$ cat config.mk
export PLATFORM = sky130hd
export DESIGN_NAME = axi_lite_master_bridge_flat
export DESIGN_NICKNAME = d
export VERILOG_FILES = /design/src/rtl/axi_lite_pkg.sv /design/src/rtl/axi_lite_if.sv /design/src/rtl/axi_lite_master_bridge.sv /design/src/flat_wrapper.sv
export SDC_FILE = /design/constraint.sdc
export NUM_CORES = 1
export LEC_CHECK = 0
export CORE_ASPECT_RATIO = 0.7
export CORE_UTILIZATION = 40
export CTS_BUF_LIST = sky130_fd_sc_hd__clkbuf_16
export DETAILED_ROUTE_END_ITERATION = 10
export DONT_BUFFER_PORTS = 1
export HOLD_SLACK_MARGIN = 0.08
export PLACE_DENSITY_LB_ADDON = 0.12
export SYNTH_ARGS = -nofsm -noshare
export SYNTH_HDL_FRONTEND = slang
export SYNTH_SLANG_ARGS = --single-unit
$ cat constraint.sdc
create_clock -name clk -period 1.53 [get_ports clk]
set_input_delay 0.3825 -clock clk [delete_from_list [all_inputs] [get_ports clk]]
set_output_delay 0.3825 -clock clk [all_outputs]
set_load 0.01 [all_outputs]
$ cat src/rtl/axi_lite_pkg.sv
// Shared AXI-Lite definitions: response codes, the bridge state encoding,
// and a helper that classifies a response as an error.
package axi_lite_pkg;

    localparam logic [1:0] RESP_OKAY   = 2'b00;
    localparam logic [1:0] RESP_EXOKAY = 2'b01;
    localparam logic [1:0] RESP_SLVERR = 2'b10;
    localparam logic [1:0] RESP_DECERR = 2'b11;

    typedef enum logic [2:0] {
        ST_IDLE         = 3'd0,
        ST_WR_ADDR_DATA = 3'd1,
        ST_WAIT_B       = 3'd2,
        ST_RD_ADDR      = 3'd3,
        ST_WAIT_R       = 3'd4,
        ST_RESP         = 3'd5
    } axi_mst_state_t;

    // SLVERR and DECERR are errors; OKAY and EXOKAY are not.
    function automatic logic resp_is_err(input logic [1:0] resp);
        return (resp == RESP_SLVERR) || (resp == RESP_DECERR);
    endfunction

endpackage

$ cat src/rtl/axi_lite_if.sv
// AXI-Lite bundle with master and slave views.
interface axi_lite_if #(
    parameter int ADDR_WIDTH = 4,
    parameter int DATA_WIDTH = 32
);
    logic [ADDR_WIDTH-1:0]   AWADDR;
    logic [2:0]              AWPROT;
    logic                    AWVALID;
    logic                    AWREADY;
    logic [DATA_WIDTH-1:0]   WDATA;
    logic [DATA_WIDTH/8-1:0] WSTRB;
    logic                    WVALID;
    logic                    WREADY;
    logic [1:0]              BRESP;
    logic                    BVALID;
    logic                    BREADY;
    logic [ADDR_WIDTH-1:0]   ARADDR;
    logic [2:0]              ARPROT;
    logic                    ARVALID;
    logic                    ARREADY;
    logic [DATA_WIDTH-1:0]   RDATA;
    logic [1:0]              RRESP;
    logic                    RVALID;
    logic                    RREADY;

    modport master (
        output AWADDR, AWPROT, AWVALID, WDATA, WSTRB, WVALID, BREADY,
               ARADDR, ARPROT, ARVALID, RREADY,
        input  AWREADY, WREADY, BRESP, BVALID, ARREADY, RDATA, RRESP, RVALID
    );

    modport slave (
        input  AWADDR, AWPROT, AWVALID, WDATA, WSTRB, WVALID, BREADY,
               ARADDR, ARPROT, ARVALID, RREADY,
        output AWREADY, WREADY, BRESP, BVALID, ARREADY, RDATA, RRESP, RVALID
    );
endinterface

$ cat src/rtl/axi_lite_master_bridge.sv
// Single-outstanding core load/store to AXI-Lite master bridge.
// One request is registered at a time; completion is a one-cycle rsp_valid
// pulse carrying read data (held from the last read) and an error flag.
// AXI_DATA_WIDTH is expected to be 32.
module axi_lite_master_bridge
    import axi_lite_pkg::*;
#(
    parameter int         AXI_DATA_WIDTH = 32,
    parameter int         AXI_ADDR_WIDTH = 4,
    parameter logic [2:0] PROT           = 3'b000
) (
    input  logic                        clk,
    input  logic                        reset,
    input  logic                        req_valid,
    output logic                        req_ready,
    input  logic                        req_we,
    input  logic [AXI_ADDR_WIDTH-1:0]   req_addr,
    input  logic [AXI_DATA_WIDTH-1:0]   req_wdata,
    input  logic [AXI_DATA_WIDTH/8-1:0] req_wstrb,
    output logic                        rsp_valid,
    output logic [AXI_DATA_WIDTH-1:0]   rsp_rdata,
    output logic                        rsp_err,
    axi_lite_if.master                  axi
);

    axi_mst_state_t              state_q, state_d;
    logic [AXI_ADDR_WIDTH-1:0]   addr_q, addr_d;
    logic [AXI_DATA_WIDTH-1:0]   wdata_q, wdata_d;
    logic [AXI_DATA_WIDTH/8-1:0] wstrb_q, wstrb_d;
    logic                        aw_done_q, aw_done_d;
    logic                        w_done_q, w_done_d;
    logic [AXI_DATA_WIDTH-1:0]   rdata_q, rdata_d;
    logic                        err_q, err_d;

    logic req_hs;
    logic aw_hs;
    logic w_hs;

    assign req_hs = req_valid & req_ready;
    assign aw_hs  = axi.AWVALID & axi.AWREADY;
    assign w_hs   = axi.WVALID & axi.WREADY;

    // State and datapath registers; reset abandons any transfer in flight.
    always_ff @(posedge clk) begin
        if (reset) begin
            state_q   <= ST_IDLE;
            addr_q    <= '0;
            wdata_q   <= '0;
            wstrb_q   <= '0;
            aw_done_q <= 1'b0;
            w_done_q  <= 1'b0;
            rdata_q   <= '0;
            err_q     <= 1'b0;
        end else begin
            state_q   <= state_d;
            addr_q    <= addr_d;
            wdata_q   <= wdata_d;
            wstrb_q   <= wstrb_d;
            aw_done_q <= aw_done_d;
            w_done_q  <= w_done_d;
            rdata_q   <= rdata_d;
            err_q     <= err_d;
        end
    end

    // Next-state logic: request capture, AW/W completion tracking, response capture.
    always_comb begin
        state_d   = state_q;
        addr_d    = addr_q;
        wdata_d   = wdata_q;
        wstrb_d   = wstrb_q;
        aw_done_d = aw_done_q;
        w_done_d  = w_done_q;
        rdata_d   = rdata_q;
        err_d     = err_q;
        unique case (state_q)
            ST_IDLE: begin
                if (req_hs) begin
                    addr_d    = req_addr;
                    wdata_d   = req_wdata;
                    wstrb_d   = req_wstrb;
                    aw_done_d = 1'b0;
                    w_done_d  = 1'b0;
                    state_d   = req_we ? ST_WR_ADDR_DATA : ST_RD_ADDR;
                end
            end
            ST_WR_ADDR_DATA: begin
                // AW and W finish independently; leave once both have handshaken.
                if (aw_hs) aw_done_d = 1'b1;
                if (w_hs)  w_done_d  = 1'b1;
                if ((aw_done_q | aw_hs) && (w_done_q | w_hs)) begin
                    state_d = ST_WAIT_B;
                end
            end
            ST_WAIT_B: begin
                if (axi.BVALID) begin
                    err_d   = resp_is_err(axi.BRESP);
                    state_d = ST_RESP;
                end
            end
            ST_RD_ADDR: begin
                if (axi.ARREADY) state_d = ST_WAIT_R;
            end
            ST_WAIT_R: begin
                if (axi.RVALID) begin
                    rdata_d = axi.RDATA;
                    err_d   = resp_is_err(axi.RRESP);
                    state_d = ST_RESP;
                end
            end
            ST_RESP: begin
                state_d = ST_IDLE;
            end
            default: begin
                state_d = ST_IDLE;
            end
        endcase
    end

    // Outputs decoded from registered state so no VALID depends on an input.
    always_comb begin
        req_ready   = (state_q == ST_IDLE);
        rsp_valid   = (state_q == ST_RESP);
        rsp_rdata   = rdata_q;
        rsp_err     = err_q;
        axi.AWADDR  = addr_q;
        axi.AWPROT  = PROT;
        axi.AWVALID = (state_q == ST_WR_ADDR_DATA) && !aw_done_q;
        axi.WDATA   = wdata_q;
        axi.WSTRB   = wstrb_q;
        axi.WVALID  = (state_q == ST_WR_ADDR_DATA) && !w_done_q;
        axi.BREADY  = (state_q == ST_WAIT_B);
        axi.ARADDR  = addr_q;
        axi.ARPROT  = PROT;
        axi.ARVALID = (state_q == ST_RD_ADDR);
        axi.RREADY  = (state_q == ST_WAIT_R);
    end

endmodule

$ cat src/flat_wrapper.sv
// flat-port wrapper written by rule: the top's interface ports become plain ports
module axi_lite_master_bridge_flat import axi_lite_pkg::*;
#(
    parameter int         AXI_DATA_WIDTH = 32,
    parameter int         AXI_ADDR_WIDTH = 4,
    parameter logic [2:0] PROT           = 3'b000
)
  (clk, reset, req_valid, req_ready, req_we, req_addr, req_wdata, req_wstrb, rsp_valid, rsp_rdata, rsp_err, axi_AWADDR, axi_AWPROT, axi_AWVALID, axi_WDATA, axi_WSTRB, axi_WVALID, axi_BREADY, axi_ARADDR, axi_ARPROT, axi_ARVALID, axi_RREADY, axi_AWREADY, axi_WREADY, axi_BRESP, axi_BVALID, axi_ARREADY, axi_RDATA, axi_RRESP, axi_RVALID);
  axi_lite_if axi_i ();
  input  logic clk;
  input  logic reset;
  input  logic req_valid;
  output logic req_ready;
  input  logic req_we;
  input  logic [AXI_ADDR_WIDTH-1:0] req_addr;
  input  logic [AXI_DATA_WIDTH-1:0] req_wdata;
  input  logic [AXI_DATA_WIDTH/8-1:0] req_wstrb;
  output logic rsp_valid;
  output logic [AXI_DATA_WIDTH-1:0] rsp_rdata;
  output logic rsp_err;
  output wire logic [$bits(axi_i.AWADDR)-1:0] axi_AWADDR;
  output wire logic [$bits(axi_i.AWPROT)-1:0] axi_AWPROT;
  output wire logic [$bits(axi_i.AWVALID)-1:0] axi_AWVALID;
  output wire logic [$bits(axi_i.WDATA)-1:0] axi_WDATA;
  output wire logic [$bits(axi_i.WSTRB)-1:0] axi_WSTRB;
  output wire logic [$bits(axi_i.WVALID)-1:0] axi_WVALID;
  output wire logic [$bits(axi_i.BREADY)-1:0] axi_BREADY;
  output wire logic [$bits(axi_i.ARADDR)-1:0] axi_ARADDR;
  output wire logic [$bits(axi_i.ARPROT)-1:0] axi_ARPROT;
  output wire logic [$bits(axi_i.ARVALID)-1:0] axi_ARVALID;
  output wire logic [$bits(axi_i.RREADY)-1:0] axi_RREADY;
  input wire logic [$bits(axi_i.AWREADY)-1:0] axi_AWREADY;
  input wire logic [$bits(axi_i.WREADY)-1:0] axi_WREADY;
  input wire logic [$bits(axi_i.BRESP)-1:0] axi_BRESP;
  input wire logic [$bits(axi_i.BVALID)-1:0] axi_BVALID;
  input wire logic [$bits(axi_i.ARREADY)-1:0] axi_ARREADY;
  input wire logic [$bits(axi_i.RDATA)-1:0] axi_RDATA;
  input wire logic [$bits(axi_i.RRESP)-1:0] axi_RRESP;
  input wire logic [$bits(axi_i.RVALID)-1:0] axi_RVALID;
  assign axi_AWADDR = axi_i.AWADDR;
  assign axi_AWPROT = axi_i.AWPROT;
  assign axi_AWVALID = axi_i.AWVALID;
  assign axi_WDATA = axi_i.WDATA;
  assign axi_WSTRB = axi_i.WSTRB;
  assign axi_WVALID = axi_i.WVALID;
  assign axi_BREADY = axi_i.BREADY;
  assign axi_ARADDR = axi_i.ARADDR;
  assign axi_ARPROT = axi_i.ARPROT;
  assign axi_ARVALID = axi_i.ARVALID;
  assign axi_RREADY = axi_i.RREADY;
  assign axi_i.AWREADY = axi_AWREADY;
  assign axi_i.WREADY = axi_WREADY;
  assign axi_i.BRESP = axi_BRESP;
  assign axi_i.BVALID = axi_BVALID;
  assign axi_i.ARREADY = axi_ARREADY;
  assign axi_i.RDATA = axi_RDATA;
  assign axi_i.RRESP = axi_RRESP;
  assign axi_i.RVALID = axi_RVALID;
  axi_lite_master_bridge #(.AXI_DATA_WIDTH(AXI_DATA_WIDTH), .AXI_ADDR_WIDTH(AXI_ADDR_WIDTH), .PROT(PROT)) u_core (.clk(clk), .reset(reset), .req_valid(req_valid), .req_ready(req_ready), .req_we(req_we), .req_addr(req_addr), .req_wdata(req_wdata), .req_wstrb(req_wstrb), .rsp_valid(rsp_valid), .rsp_rdata(rsp_rdata), .rsp_err(rsp_err), .axi(axi_i));
endmodule
# [Word level (Yosys, flattened, before mapping)]
# Index checks and enable logic that the tools add are counted.
[totals] ff_bits=78 in_bits=85 out_inout_bits=90
[classes] n_eq_ne=16 n_mux=15 bitwise_logic=5 n_reduce_logical=16
[op_table] cell="3-bit 2-to-1 mux" n=5
[op_table] cell="3-bit case mux with 5 select lines" n=1
[op_table] cell="2-bit by 1-bit != test with 1-bit output (second input constant)" n=6
[op_table] cell="3-bit AND reduction" n=3
[op_table] cell="2-bit == test (second input constant)" n=4
[op_table] cell="3-bit by 2-bit == test with 1-bit output (second input constant)" n=2
[op_table] cell="3-bit == test (second input constant)" n=2
[op_table] cell="1-bit case mux with 2 select lines" n=3
[op_table] cell="1-bit 2-to-1 mux" n=5
[op_table] cell="5-bit AND reduction" n=1
[op_table] cell="2-bit AND reduction" n=2
[op_table] cell="2-bit nonzero test" n=2
[op_table] cell="1-bit bitwise AND" n=3
[op_table] cell="3-bit by 1-bit == test with 1-bit output (second input constant)" n=1
[op_table] cell="1-bit logical AND" n=3
[op_table] cell="3-bit zero test" n=1
[op_table] cell="1-bit zero test" n=2
[op_table] cell="1-bit logical OR" n=2
[op_table] cell="2-bit 2-to-1 mux" n=1
[op_table] cell="2-bit != test (second input constant)" n=1
[op_table] cell="1-bit bitwise OR" n=2

# [Logic depth before layout (Yosys ltp)]
[depth] word_depth=7 depth_mapped=7

# [Worst setup path before layout]
# No wires, ideal clock.
[synth_timing] kind="in2reg" from="in reset" to="reg u_core.rdata_q[10] (netlist: u_core.rsp_rdata[10])" setup_ns=0.143 arrival_time_ns=1.292 required_time_ns=1.387 path_slack_ns=0.095 cell_stages=4 n_path_buf=3 cell_sequence="buf_2 > clkbuf_1 > clkbuf_1 > a21oi_2"
[synth_lines] item="start, declared" line_no="flat_wrapper.sv:11" rtl="input logic reset;"
[synth_lines] item="end signal, assigned" line_no="axi_lite_master_bridge.sv:61" rtl="rdata_q <= rdata_d;"
[synth_lines] item="end, declared" line_no="axi_lite_master_bridge.sv:32" rtl="logic [AXI_DATA_WIDTH-1:0] rdata_q, rdata_d;"
# No word-level cell between the ends.

# [Worst setup path in the final report]
[layout_timing] from="reg u_core.state_q[1]" to="out rsp_valid"
[layout_via] elab_chain_len=1
[layout_lines] item="start, declared" line_no="axi_lite_master_bridge.sv:26" rtl="axi_mst_state_t state_q, state_d;"
[layout_lines] item="start signal, assigned" line_no="axi_lite_master_bridge.sv:55" rtl="state_q <= state_d;"
[layout_lines] item="3-bit == test" line_no="axi_lite_master_bridge.sv:123" rtl="rsp_valid = (state_q == ST_RESP);"
[layout_lines] item="end, declared" line_no="flat_wrapper.sv:18" rtl="output logic rsp_valid;"
# Every way passes these cells.

==> results.yml <==
final_layout:
  nFillCells: 777
  seqCellArea_um2: 1570
  multiInputGateArea_um2: 1450
  nets: 458
  diodes: 0
  layout-drive-gt1-share: 0.278
  area_growth_pct: 12.3
power_and_ir_drop:
  power_density_nw_per_um2: 1770
  vdd_ir_drop_max_uv: 1230
  finalPower_uw: 6410
  p_leak_uw: 0.00124
setup_path:
  cp_cell_sequence: "buf_4, nor3b_4, buf_4"
  cp-start-kind: "flip-flop"
  setup.worst_path.class: "flip-flop to output pin"
  crit_fanout: 7
  rr_endpoint: "u_core.rsp_rdata[2]$_SDFFE_PP0P_"
  critPathCapture: "rsp_valid"
  arrival_ns: 1.17
  r2r_slack_ns: 0.14
  critPathSlowestCell: "dfxtp_4"
  worst_setup_path_end_kind: "output pin"
  critPathMaxStageDelay_ns: 0.38
  ff2ff_path_depth: 6
  crit_top_cell: "buf_4"
  crit_family: "flip-flops"
  cp_num_buf_inv: 2
  regToRegStartpoint: "u_core.state_q[2]$_SDFFE_PP0P_"
  worstSetupStartpoint: "u_core.state_q[1]$_SDFFE_PP0P_"
  path_depth: 3
  cp.required_ns: 1.15
routing:
  vias: 2412
  routed_wl_mm: 7.27
  drtAntennaViolNets: 0
  drt_iter0_markers: 171
  drc_errors: 0
  firstDrtPassIters: 4
  post_drt_wl_per_cell_um: 15.2
  detail_route.vias_per_cell: 5.04
clock_tree:
  cts.sinks: 78
  holdBufCountCts: 0
  cts_buffer_depth: 2
  cts-buffers-inserted: 9
  cts_tree: "yes"
  clk_latency_ns: 0.33
  cts_root_buf: "clkbuf_16"
  clkTransAtPathRegs_ns: 0.06
  h-tree-depth: 3
global_route:
  met3_usage: 0.0910
  track_usage: 0.178
  antenna_found_initial: 0
  met1_usage: 0.214
  grt_overflow: 0
  grt_pass1_vias: 2297
  use_met2: 0.265
  grt_pass1_wl_mm: 11.4
  busiest_layer: "met2"
  grt_max_degree: 81
synth:
  synth-main-ff-cell: "dfxtp_1"
  ys_seq_area_frac: 0.484
  syn_area_um2: 3230
  synth.area.top_cells: "dfxtp_1, nand2_1, a21oi_2"
  yosysWarnings: 0
  postSynthAreaPerCell_um2: 8.56
  synth_top_area_share: 0.484
  synth_edf_count: 0
  async_flop_share: 0
  netlist_instances: 377
  synthMostInstantiatedCell: "nand2_1"
  synth.distinct_cells: 32
  synth-seq-cells: 78
  synth_top_area_cell: "dfxtp_1"
  yosys-top-cells-count: "nand2_1, dfxtp_1, a21oi_1, nand2_2, a21oi_2"
placement:
  numPortBuffers: 0
  post-place-ws_ns: 0.100
  dpl.hpwl_mm: 4.90
  gp_congestion: 0.749
timing:
  maxSlewViolCount: 0
  fin_crit_ns: 1.55
  finalHoldViolations: 0
  skew_ns: 0.00230
  rsz0062_at_grt: "yes"
  finalCritPeriodShare: 1.01
  max_freq_mhz: 645
  fin_ws_ns: -0.0198
  report.final.setup_viol: 2
min_path:
  min_path_type: "primary input to flip-flop"
  worstHoldStart: "reset"
flow_run:
  maxCapViolCount: 0
floorplan:
  initial_core_util: 0.412
  die_height_um: 77.2
  num_io_pins: 175
  core-area_um2: 7840
  rows: 27
  design.die.area_um2: 8440
  die_w_um: 109
run_status:
  violations: "setup timing"
  status: "complete, but fails checks"
power breakdown:
| group | switching [µW] | internal [µW] |
|---|---|---|
| Combinational | 869 | 678 |
| Clock | 789 | 1240 |
| Sequential | 444 | 2390 |
per-stage QoR:
stage | utilization | TNS, ns | hold slack [ns] | std cells | instance area (µm²)
finish | 0.462 | -0.0315 | 0.117 | 479 | 3620
global route | 0.462 | -0.241 | 0.0944 | 479 | 3620
CTS | 0.455 | -0.0352 | 0.0972 | 476 | 3570
detailed placement | 0.412 | 0 | 0.457 | 459 | 3230
global placement | 0.412 | 0 | 0.453 | 459 | 3230
floorplan | - | 0 | 0.481 | 382 | 3250
worst min-delay path by stage:
| stage | cells past startpoint | to | slack, ns |
|---|---|---|---|
| 2_1_floorplan | 2 | u_core.axi.WDATA[0]$_SDFFE_PP0P_ | 0.48 |
| 3_3_place_gp | 1 | u_core.rsp_rdata[13]$_SDFFE_PP0P_ | 0.45 |
| 3_5_place_dp | 1 | u_core.rsp_rdata[13]$_SDFFE_PP0P_ | 0.46 |
| 4_1_cts | 1 | u_core.rsp_rdata[13]$_SDFFE_PP0P_ | 0.1 |
| 5_1_grt | 1 | u_core.rsp_rdata[13]$_SDFFE_PP0P_ | 0.09 |
| 6_report | 1 | u_core.axi.WDATA[31]$_SDFFE_PP0P_ | 0.12 |
layer usage:
| layer | up-vias | share of wire |
|---|---|---|
| met3 | 11 | 0.11 |
| met5 | - | 0 |
| li1 | 1199 | - |
| met2 | 104 | 0.45 |
| met1 | 1098 | 0.43 |
| met4 | 0 | 0.017 |
flip-flops by register name, indices dropped and copies added (netlist names):
| name | flops |
|---|---|
| u_core.rsp_err | 1 |
| u_core.w_done_q | 1 |
| u_core.state_q | 3 |
| u_core.aw_done_q | 1 |
| u_core.axi.ARADDR | 4 |
| u_core.axi.WSTRB | 4 |
| u_core.rsp_rdata | 32 |
| u_core.axi.WDATA | 32 |
logic make-up after synthesis:
| family | Yosys count | share of synthesized area |
|---|---|---|
| buffers and inverters | 40 | 0.0907 |
| AO/OA/AOI/OAI | 83 | 0.169 |
| other | 1 | 0.00116 |
| multiplexers | 4 | 0.0124 |
| AND/OR/NAND/NOR | 171 | 0.243 |
| flip-flops | 78 | 0.484 |
cells in the final DEF (no fill, tap or decap), types with 4 or more instances in the layout:
master | Yosys | layout
a21oi_1 | 43 | 43
a21oi_2 | 30 | 30
buf_4 | 11 | 12
clkbuf_16 | 0 | 9
conb_1 | 1 | 6
dfxtp_1 | 78 | 75
mux2i_1 | 4 | 4
nand2_1 | 117 | 117
nand2_2 | 31 | 31
nor2_1 | 7 | 5
final cells by class:
cell class,count,area share
tap,101,0.0349
timing repair buffer,18,0.0518
clock buffer,9,0.0621
multi-input combinational,264,0.399
sequential,78,0.434
inverter,2,0.00207
clock inverter,7,0.0159
repair_timing:
item / 4_1_cts / 5_1_grt
gates cloned: 0 / 0
pin swaps: 1 / 1
endpoints found under the hold margin: 0 / 0
gates resized for setup: 15 / 8
buffers inserted: 1 / 3
endpoints found under the setup margin: 7 / 6
No activity file was read; power rests on OpenSTA's default activity.
